File: config.mk
export PLATFORM = sky130hd
export DESIGN_NAME = instruction_fetch_unit
export DESIGN_NICKNAME = d
export VERILOG_FILES = /design/src/rtl/instruction_fetch_unit_pkg.sv /design/src/rtl/instruction_fetch_unit_fetch_queue.sv /design/src/rtl/instruction_fetch_unit.sv
export SDC_FILE = /design/constraint.sdc
export NUM_CORES = 1
export LEC_CHECK = 0
export ABC_AREA = 1
export CAP_MARGIN = 20
export CORE_MARGIN = 1.5
export CORE_UTILIZATION = 50
export CTS_CLUSTER_SIZE = 8
export DETAILED_ROUTE_END_ITERATION = 10
export MAX_ROUTING_LAYER = met4
export PLACE_DENSITY = 0.78
export SLEW_MARGIN = 25
export SYNTH_ARGS = -nofsm -noshare
export SYNTH_HDL_FRONTEND = slang
export SYNTH_SLANG_ARGS = --single-unit
File: constraint.sdc
create_clock -name clock -period 3.8 [get_ports clock]
set_input_delay 0.76 -clock clock [delete_from_list [all_inputs] [get_ports clock]]
set_output_delay 0.76 -clock clock [all_outputs]
set_load 0.02 [all_outputs]
File: src/rtl/instruction_fetch_unit_pkg.sv
// Shared constants and helpers for the LEGv8 instruction fetch front-end.
package instruction_fetch_unit_pkg;

   localparam int DEFAULT_PC_STEP  = 4;
   localparam int DEFAULT_RESET_PC = 0;
   localparam logic [31:0] LEGV8_NOP = 32'hD503201F;

   // Queue pointer width; a one-entry queue still needs a one-bit pointer.
   function automatic int ptrWidth(input int depth);
      return (depth > 1) ? $clog2(depth) : 1;
   endfunction

endpackage

File: src/rtl/instruction_fetch_unit_fetch_queue.sv
// First-word fall-through prefetch queue with push, pop, flush and occupancy count.
// The head word reads as zero whenever the queue is empty.
module instruction_fetch_unit_fetch_queue
   import instruction_fetch_unit_pkg::*;
#(
   parameter int DEPTH = 4,
   parameter int WIDTH = 64
) (
   input  logic                      clock,
   input  logic                      reset,
   input  logic                      push,
   input  logic                      pop,
   input  logic                      flush,
   input  logic [WIDTH-1:0]          pushData,
   output logic [WIDTH-1:0]          headData,
   output logic                      headValid,
   output logic [ptrWidth(DEPTH):0]  count
);

   localparam int PW = ptrWidth(DEPTH);

   logic [WIDTH-1:0] mem [DEPTH];
   logic [PW-1:0]    rdPtr;
   logic [PW-1:0]    wrPtr;

   // DEPTH is a power of two, so the pointers wrap by plain overflow.
   always_ff @(posedge clock or posedge reset) begin
      if (reset) begin
         rdPtr <= '0;
         wrPtr <= '0;
         count <= '0;
      end else if (flush) begin
         rdPtr <= '0;
         wrPtr <= '0;
         count <= '0;
      end else begin
         if (push) wrPtr <= wrPtr + PW'(1);
         if (pop)  rdPtr <= rdPtr + PW'(1);
         count <= count + (PW+1)'(push) - (PW+1)'(pop);
      end
   end

   always_ff @(posedge clock) begin
      if (push && !flush) mem[wrPtr] <= pushData;
   end

   assign headValid = (count != '0);
   assign headData  = headValid ? mem[rdPtr] : '0;

endmodule

File: src/rtl/instruction_fetch_unit.sv
// LEGv8 fetch front-end: owns the PC, issues credit-limited reads to a 1-cycle
// instruction memory and hands buffered {instruction, PC} pairs to decode.
module instruction_fetch_unit
   import instruction_fetch_unit_pkg::*;
#(
   parameter int ADDR_WIDTH  = 32,
   parameter int INSTR_WIDTH = 32,
   parameter int DEPTH       = 4,
   parameter int PC_STEP     = DEFAULT_PC_STEP,
   parameter logic [ADDR_WIDTH-1:0] RESET_PC = ADDR_WIDTH'(DEFAULT_RESET_PC)
) (
   input  logic                      clock,
   input  logic                      reset,
   output logic                      imemReq,
   output logic [ADDR_WIDTH-1:0]     imemAddr,
   input  logic [INSTR_WIDTH-1:0]    imemData,
   input  logic                      redirectValid,
   input  logic [ADDR_WIDTH-1:0]     redirectTarget,
   output logic                      instrValid,
   input  logic                      instrReady,
   output logic [INSTR_WIDTH-1:0]    instruction,
   output logic [ADDR_WIDTH-1:0]     instrPC,
   output logic [ptrWidth(DEPTH):0]  queueCount
);

   logic [ADDR_WIDTH-1:0]             fetchPC;
   logic [ADDR_WIDTH-1:0]             reqPC;
   logic                              inFlight;
   logic                              credit;
   logic                              pushEn;
   logic                              popEn;
   logic [INSTR_WIDTH+ADDR_WIDTH-1:0] headData;

   // A request is only issued when its word is guaranteed a queue slot.
   assign credit   = (32'(queueCount) + 32'(inFlight)) < 32'(DEPTH);
   assign imemReq  = !reset && !redirectValid && credit;
   assign imemAddr = fetchPC;

   // With single-cycle memory latency the only stale response is the one
   // returning in the redirect cycle itself, so gating the push discards it.
   assign pushEn = inFlight && !redirectValid;

   // Decode handshake: a word transfers on every rising edge where instrValid
   // and instrReady are both high; instrValid never depends on instrReady and
   // the head stays stable until it is taken or flushed by a redirect.
   assign popEn = instrValid && instrReady;

   always_ff @(posedge clock or posedge reset) begin
      if (reset) begin
         fetchPC  <= RESET_PC;
         reqPC    <= RESET_PC;
         inFlight <= 1'b0;
      end else begin
         inFlight <= imemReq;
         if (redirectValid) begin
            fetchPC <= redirectTarget;
         end else if (imemReq) begin
            fetchPC <= fetchPC + ADDR_WIDTH'(PC_STEP);
            reqPC   <= fetchPC;
         end
      end
   end

   instruction_fetch_unit_fetch_queue #(
      .DEPTH (DEPTH),
      .WIDTH (INSTR_WIDTH + ADDR_WIDTH)
   ) fetchQueue (
      .clock     (clock),
      .reset     (reset),
      .push      (pushEn),
      .pop       (popEn),
      .flush     (redirectValid),
      .pushData  ({imemData, reqPC}),
      .headData  (headData),
      .headValid (instrValid),
      .count     (queueCount)
   );

   assign instruction = headData[INSTR_WIDTH+ADDR_WIDTH-1:ADDR_WIDTH];
   assign instrPC     = headData[ADDR_WIDTH-1:0];

endmodule
==> flow_summary.yaml, run 1 <==
run_status:
  outcome: "complete, no violations"
sta:
  period_minus_slack_ns: 3.557
  final-setup-viol-count: 0
  maxSlewHeadroom: 0.3978
  part_of_the_cycle_the_worst_path_needs: 0.9361
  hold_viol_final: 0
  worst_slew_pin_slew_ns: 0.9033
  final-max-slew-violation-count: 0
  timing.clock.skew_ns: 0.01282
  fin_hold_ws_ns: 0.5123
  grt_setup_unrepaired: "false"
  achievable-frequency_mhz: 281.1
clock_tree:
  cts-root-buf: "clkbuf_16"
  clockBufferDepth: 3
  numClockSinks: 328
  clock_latency_ns: 0.52
  h-tree-depth: 2
  post_cts.resized_instances: 0
  clock_tree_from_tritoncts: "done"
  cts_hold_buf: 0
  cts_inserted_buffers: 46
  cts_post_setup_buffers_inserted: 0
  cts.clk_slew.worst_paths_ns: 0.05
yosys:
  xor_and_xnor_area_share_after_synthesis: 0
  synth_mux_area_frac: 0
  yosys_most_used_dff: "edfxtp_1"
  synth_cells: 1316
  avgSynthCellArea_um2: 10.53
  yosys.cell_types.count: 25
  synth_edf_count: 256
  ys_seq_elements: 328
  ys_seq_area_frac: 0.6846
  synthArstFlopShare: 0.2195
  dominant_combinational_cell_family_by_area_after_synthesis: "simple AND/OR/NAND/NOR gates"
  fraction_of_the_mapped_netlist_area_in_simple_logic_gates: 0.1784
  synth_compound_gate_area_share: 0.08558
  yosys.area_share.adder: 0.008666
  synth_warnings: 0
  syn-num-nets: 1393
  netlist_area_mm2: 0.01386
worst_setup_path:
  timing.critical_path.required_ns: 3.04
  critPathMostFrequentCell: "nor2_1"
  cp_cell_sequence: "buf_4 -> nor2_1 -> nor2_1 -> o21ai_0 -> a21oi_1 -> clkdlybuf4s50_1"
  timing.critical_path.max_delay_family: "buffers and inverters"
  timing.critical_path.to_type: "output pin"
  signal_arrival_time_at_the_worst_endpoint_ns: 2.80
  cpMaxStageDelayCell: "clkdlybuf4s50_1"
  critical_path_s_largest_stage_delay_ns: 0.67
  worst_setup_path_start_kind: "flip-flop"
  path_buf_inv: 2
  worst-setup-path-type: "reg2out"
  cp_max_fo: 27
floorplan:
  coreArea_mm2: 0.02710
  design.die.area_mm2: 0.02873
  die_width_um: 169.5
  ios: 169
  effective_utilization_at_floorplan: 0.5114
  die_height_um: 169.5
  rows: 60
grt:
  grt-busiest-layer: "met2"
  grt_util_met2: 0.3503
  antenna_found_initial: 0
  groute.layer.met1.usage: 0.3196
  via_count_of_the_first_global_routing_pass: 9546
  track_usage: 0.2310
  grt_max_degree: 77
  wire_length_of_the_first_global_routing_pass_mm: 50.02
  met3_usage: 0.03708
  grt.overflow.total: 0
power:
  leakage_uw: 0.006458
  power-per-cell-area_mw_per_mm2: 707.6
  report.power.total_uw: 12160
  vdd_drop_max_uv: 322.1
finish:
  design.final.nets: 1563
  layoutNonFillerInstCount: 1872
  area_growth_syn_to_layout_pct: 23.98
  num-fill-cells: 2058
  n_antenna_cell: 0
  post_route_cells_drive_above_1_share: 0.06467
placement:
  finalWeightedCongestion: 0.9553
  dp_hpwl_mm: 18.86
  post-place-cells: 1810
  portBuffers: 168
drt:
  drt_iter0_drc: 962
  wirelength_mm: 31.58
  post-route-drc-count: 0
  post_drt_wl_per_cell_um: 16.87
  via_count: 9930
  antenna_violating_nets_post_route: 0
  route.detailed.vias_per_inst: 5.304
  number_of_detailed_route_iterations_in_the_first_pass: 5
run:
  drv_cap: 0
worst_hold_path:
  min_delay_worst_type: "reg2reg"
-- cells by family (layout without fill, tap and decap cells) --
logic type | count (synthesis) | count (layout)
simple gates | 607 | 607
flops | 328 | 328
compound gates | 237 | 237
buf+inv | 135 | 319
fa+ha+maj | 9 | 9
-- where the power goes --
group / total (uW) / switching, uW / internal (uW)
Clock: 3560 / 1350 / 2210
Sequential: 4850 / 435 / 4420
Combinational: 3750 / 2270 / 1470
Total: 12200 / 4060 / 8100
-- sequential cells by signal, summed over array words and instances (netlist names) --
signal            flops
reqPC                32
fetchQueue.count      3
fetchQueue.wrPtr      2
fetchQueue.rdPtr      2
inFlight              1
fetchQueue.mem      256
imemAddr             32
-- worst paths after layout --
| kind | startpoint | end | slack (ns) | cells after the start |
|---|---|---|---|---|
| max | fetchQueue.rdPtr[0]$_DFFE_PP0P_ | instrPC[15] | 0.24 | 6 |
| min | reqPC[10]$_DFFE_PP0P_ | fetchQueue.mem[2][10]$_DFFE_PP_ | 0.51 | 0 |
| max reg2reg | fetchQueue.count[1]$_DFF_PP0_ | fetchQueue.count[2]$_DFF_PP0_ | 1.62 | 11 |
| min reg2reg | reqPC[10]$_DFFE_PP0P_ | fetchQueue.mem[2][10]$_DFFE_PP_ | 0.51 | 0 |
| max in group asynchronous | reset | fetchQueue.rdPtr[0]$_DFFE_PP0P_ | 2.25 | 3 |
| min in group asynchronous | reset | imemAddr[11]$_DFFE_PP0P_ | 0.88 | 3 |
-- layer usage --
| metal | up-vias | share of wire |
|---|---|---|
| met5 | - | 0 |
| met4 | 0 | 0.029 |
| met3 | 74 | 0.066 |
| met2 | 412 | 0.46 |
| met1 | 4660 | 0.45 |
| li1 | 4784 | - |
-- synth_stat cells (3+ instances only) --
master	number	area, um2
dfrtp_1	72	1802
buf_1	13	48.80
nand3_1	78	390.4
buf_2	24	120.1
nor2_2	6	37.54
nor2_4	6	67.56
ha_1	8	100.1
buf_4	5	37.54
clkbuf_1	19	71.32
nand2_1	208	780.8
buf_6	5	56.30
nor2_1	300	1126
inv_2	4	15.01
a21oi_1	67	335.3
edfxtp_1	256	7687
o21ai_1	23	115.1
inv_1	65	244.0
o21ai_0	147	735.7
and2_1	3	18.77
-- layout make-up --
type | instances | area (um2) | area share
multi-input cells | 853 | 3809 | 0.2216
clock inverters | 1 | 8.758 | 0.0005096
inverters | 69 | 260.3 | 0.01514
repair buffers | 188 | 1919 | 0.1117
clock buffers | 61 | 1229 | 0.07150
flip-flops and latches | 328 | 9494 | 0.5525
well taps | 372 | 465.4 | 0.02708
-- cell usage in the layout, fill, tap and decap left out, types with 2 or more instances in the layout --
cell type / n
o21ai_0: 147
buf_12: 7
inv_2: 5
and2_1: 3
o21ai_1: 23
clkbuf_1: 14
clkbuf_16: 47
nand2_4: 2
nor2_2: 6
a21oi_1: 67
dfrtp_1: 70
edfxtp_1: 256
inv_1: 63
ha_1: 8
buf_4: 13
nor2_1: 296
nand2_1: 208
nand3_1: 78
clkdlybuf4s50_1: 168
nor2_4: 10
-- per-stage QoR --
stage / utilization / area (um2) / setup TNS [ns] / worst slack [ns]
2_1_floorplan: - / 13860 / -125.62 / -0.4907
3_3_place_gp: 0.5885 / 15950 / 0 / 0.8271
5_1_grt: 0.6341 / 17190 / 0 / 0.1176
6_report: 0.6341 / 17190 / 0 / 0.2429
4_1_cts: 0.6341 / 17190 / 0 / 0.2356
3_5_place_dp: 0.5885 / 15950 / 0 / 0.8178
No activity file was read; power rests on OpenSTA's default activity.
==> run 2, diff against run 1 <==
CORE_UTILIZATION = 58   (was 50)
GPL_ROUTABILITY_DRIVEN = 0   (was not set)
PLACE_DENSITY = 0.85   (was 0.78)
clock period = 4.5 ns   (was 3.8 ns; I/O delays follow)
==> run 2 against run 1 <==
Effect of this change:
- design area is 0.57% lower
- hold slack better by 0.0016 ns
- sequential power is 15% lower
- wire length is 0.98% lower
- largest power group unchanged
==> flow_summary.yaml, run 2 (synthesis results as in run 1) <==
finish:
  num-fill-cells: 1508
  area_growth_syn_to_layout_pct: 23.27
  n_antenna_cell: 0
  design.final.nets: 1561
  finalInstanceArea_mm2: 0.01709
  largest-register: "fetchQueue.mem"
  post_route_cells_drive_above_1_share: 0.06409
  largest_register_ffs: 256
  mostFrequentLayoutCells: "nor2_1 (296), edfxtp_1 (256), nand2_1 (208)"
  most_common_library_cell_in_the_layout_ignoring_fill_and_taps: "nor2_1"
clock_tree:
  cts.clk_slew.worst_paths_ns: 0.05
  h-tree-depth: 2
  cts_post_setup_buffers_inserted: 0
  post_cts.resized_instances: 0
  numClockSinks: 328
  clock_tree_from_tritoncts: "done"
  clock_latency_ns: 0.53
  cts_inserted_buffers: 46
  clockBufferDepth: 3
  cts-root-buf: "clkbuf_16"
  cts_hold_buf: 0
floorplan:
  ios: 169
  effective_utilization_at_floorplan: 0.5905
  die_height_um: 157.6
  die_width_um: 157.6
  design.die.area_mm2: 0.02483
  rows: 56
  coreArea_mm2: 0.02347
worst_setup_path:
  timing.critical_path.to_type: "output pin"
  critical_path_s_largest_stage_delay_ns: 0.65
  path_buf_inv: 3
  worst-setup-path-type: "reg2out"
  reg2reg_slack_ns: 2.37
  timing.critical_path.max_delay_family: "buffers and inverters"
  cp_cell_sequence: "inv_2 -> buf_4 -> o21ai_0 -> a21oi_1 -> clkdlybuf4s50_1"
  critical_path_cell_count: 5
  ff2ff_path_depth: 11
  worst_setup_path_start_kind: "flip-flop"
  signal_arrival_time_at_the_worst_endpoint_ns: 3.11
  critPathLaunch: "fetchQueue.rdPtr[0]$_DFFE_PP0P_"
  crit-reg2reg-capture: "fetchQueue.count[2]$_DFF_PP0_"
  cpMaxStageDelayCell: "dfrtp_4"
  cp-endpoint: "instruction[20]"
  timing.critical_path.required_ns: 3.60
  cp_max_fo: 46
  r2r_start: "fetchQueue.count[1]$_DFF_PP0_"
sta:
  fin_ws_ns: 0.4893
  worst_slew_pin_slew_ns: 0.7657
  period_minus_slack_ns: 4.011
  hold_viol_final: 0
  grt_setup_unrepaired: "false"
  maxSlewHeadroom: 0.4895
  fin_setup_tns_ns: 0
  part_of_the_cycle_the_worst_path_needs: 0.8913
  achievable-frequency_mhz: 249.3
  timing.clock.skew_ns: 0.01799
  final-max-slew-violation-count: 0
  final-setup-viol-count: 0
drt:
  wirelength_mm: 31.27
  route.detailed.vias_per_inst: 5.501
  post-route-drc-count: 0
  number_of_detailed_route_iterations_in_the_first_pass: 5
  drt_iter0_drc: 802
  via_count: 9995
  post_drt_wl_per_cell_um: 17.21
  antenna_violating_nets_post_route: 0
power:
  clockPowerShare: 0.291
  vdd_drop_max_uv: 308.7
  cell_internal_pwr_uw: 6805
  leakage_uw: 0.006443
  comb_power_share: 0.305
  net-switching-power_uw: 3403
  swShare: 0.3334
  p_seq_frac: 0.404
  power-per-cell-area_mw_per_mm2: 597.5
grt:
  wire_length_of_the_first_global_routing_pass_mm: 49.44
  grt.overflow.total: 0
  grt_max_degree: 77
  antenna_found_initial: 0
  track_usage: 0.2660
  via_count_of_the_first_global_routing_pass: 9959
run_status:
  outcome: "complete, no violations"
placement:
  pre_cts_ws_ns: 1.014
  portBuffers: 168
  dp_hpwl_mm: 18.93
  placed_area_mm2: 0.01585
worst_hold_path:
  worst_hold_path.num_cells: 0
  min_delay_worst_type: "reg2reg"
run:
  drv_cap: 0
==> run 2: worst min path at each step <==
stage,slack (ns),end,startpoint
2_1_floorplan,0.48,fetchQueue.mem[0][0]$_DFFE_PP_,reqPC[0]$_DFFE_PP0P_
3_3_place_gp,0.49,fetchQueue.mem[2][10]$_DFFE_PP_,reqPC[10]$_DFFE_PP0P_
3_5_place_dp,0.51,fetchQueue.mem[2][8]$_DFFE_PP_,reqPC[8]$_DFFE_PP0P_
4_1_cts,0.51,fetchQueue.mem[2][16]$_DFFE_PP_,reqPC[16]$_DFFE_PP0P_
5_1_grt,0.53,fetchQueue.mem[0][22]$_DFFE_PP_,reqPC[22]$_DFFE_PP0P_
6_report,0.51,fetchQueue.mem[2][16]$_DFFE_PP_,reqPC[16]$_DFFE_PP0P_
==> run 2: per-layer routing <==
layer,up-vias,GRT usage,part of all wire
met5,-,-,0
met4,0,0.1051,0.031
met3,91,0.04353,0.071
met2,392,0.4323,0.48
met1,4736,0.3384,0.42
li1,4776,-,-
==> run 2: layout make-up <==
cell class,instances,area (um2),share of cell area
Sequential cell,328,9494,0.5557
Multi-Input combinational cell,853,3809,0.2229
Timing Repair Buffer,186,1892,0.1107
Clock buffer,59,1200,0.07023
Tap cell,319,399.1,0.02336
Inverter,69,259.0,0.01516
Clock inverter,3,33.78,0.001977
==> run 2: stage by stage <==
stage	std cells	util	power [uW]	hold WS, ns
final	1817	0.7279	10210	0.5139
after global placement	1755	0.6754	7172	0.4897
after global routing	1817	0.7279	10690	0.5304
after floorplan	1316	-	5794	0.4763
after detailed placement	1755	0.6754	7267	0.5065
after CTS	1817	0.7279	10260	0.5145
==> run 2: worst register-to-register path: cells and delay by family, from the launching register on <==
kind | cells | cell delay (ns)
AND/OR/NAND/NOR | 3 | 0.35
adder cells (fa/ha/maj) | 3 | 0.80
buffers and inverters | 3 | 0.19
flip-flops | 1 | 0.44
AO/OA/AOI/OAI | 2 | 0.22
==> run 2: power by group through the flow <==
stage                     Combinational [uW]  Sequential, uW  Clock [uW]
after floorplan                         1720            4070           0
after global placement                  3040            4140           0
after detailed placement                3110            4160           0
after CTS                               3140            4120        3010
after global routing                    3380            4170        3150
final                                   3120            4120        2970
==> run 3, diff against run 2 <==
SKIP_LAST_GASP = 1   (was not set)
==> results of run 3 <==
The final DEF is identical to that of run 2; final timing and power are the same.
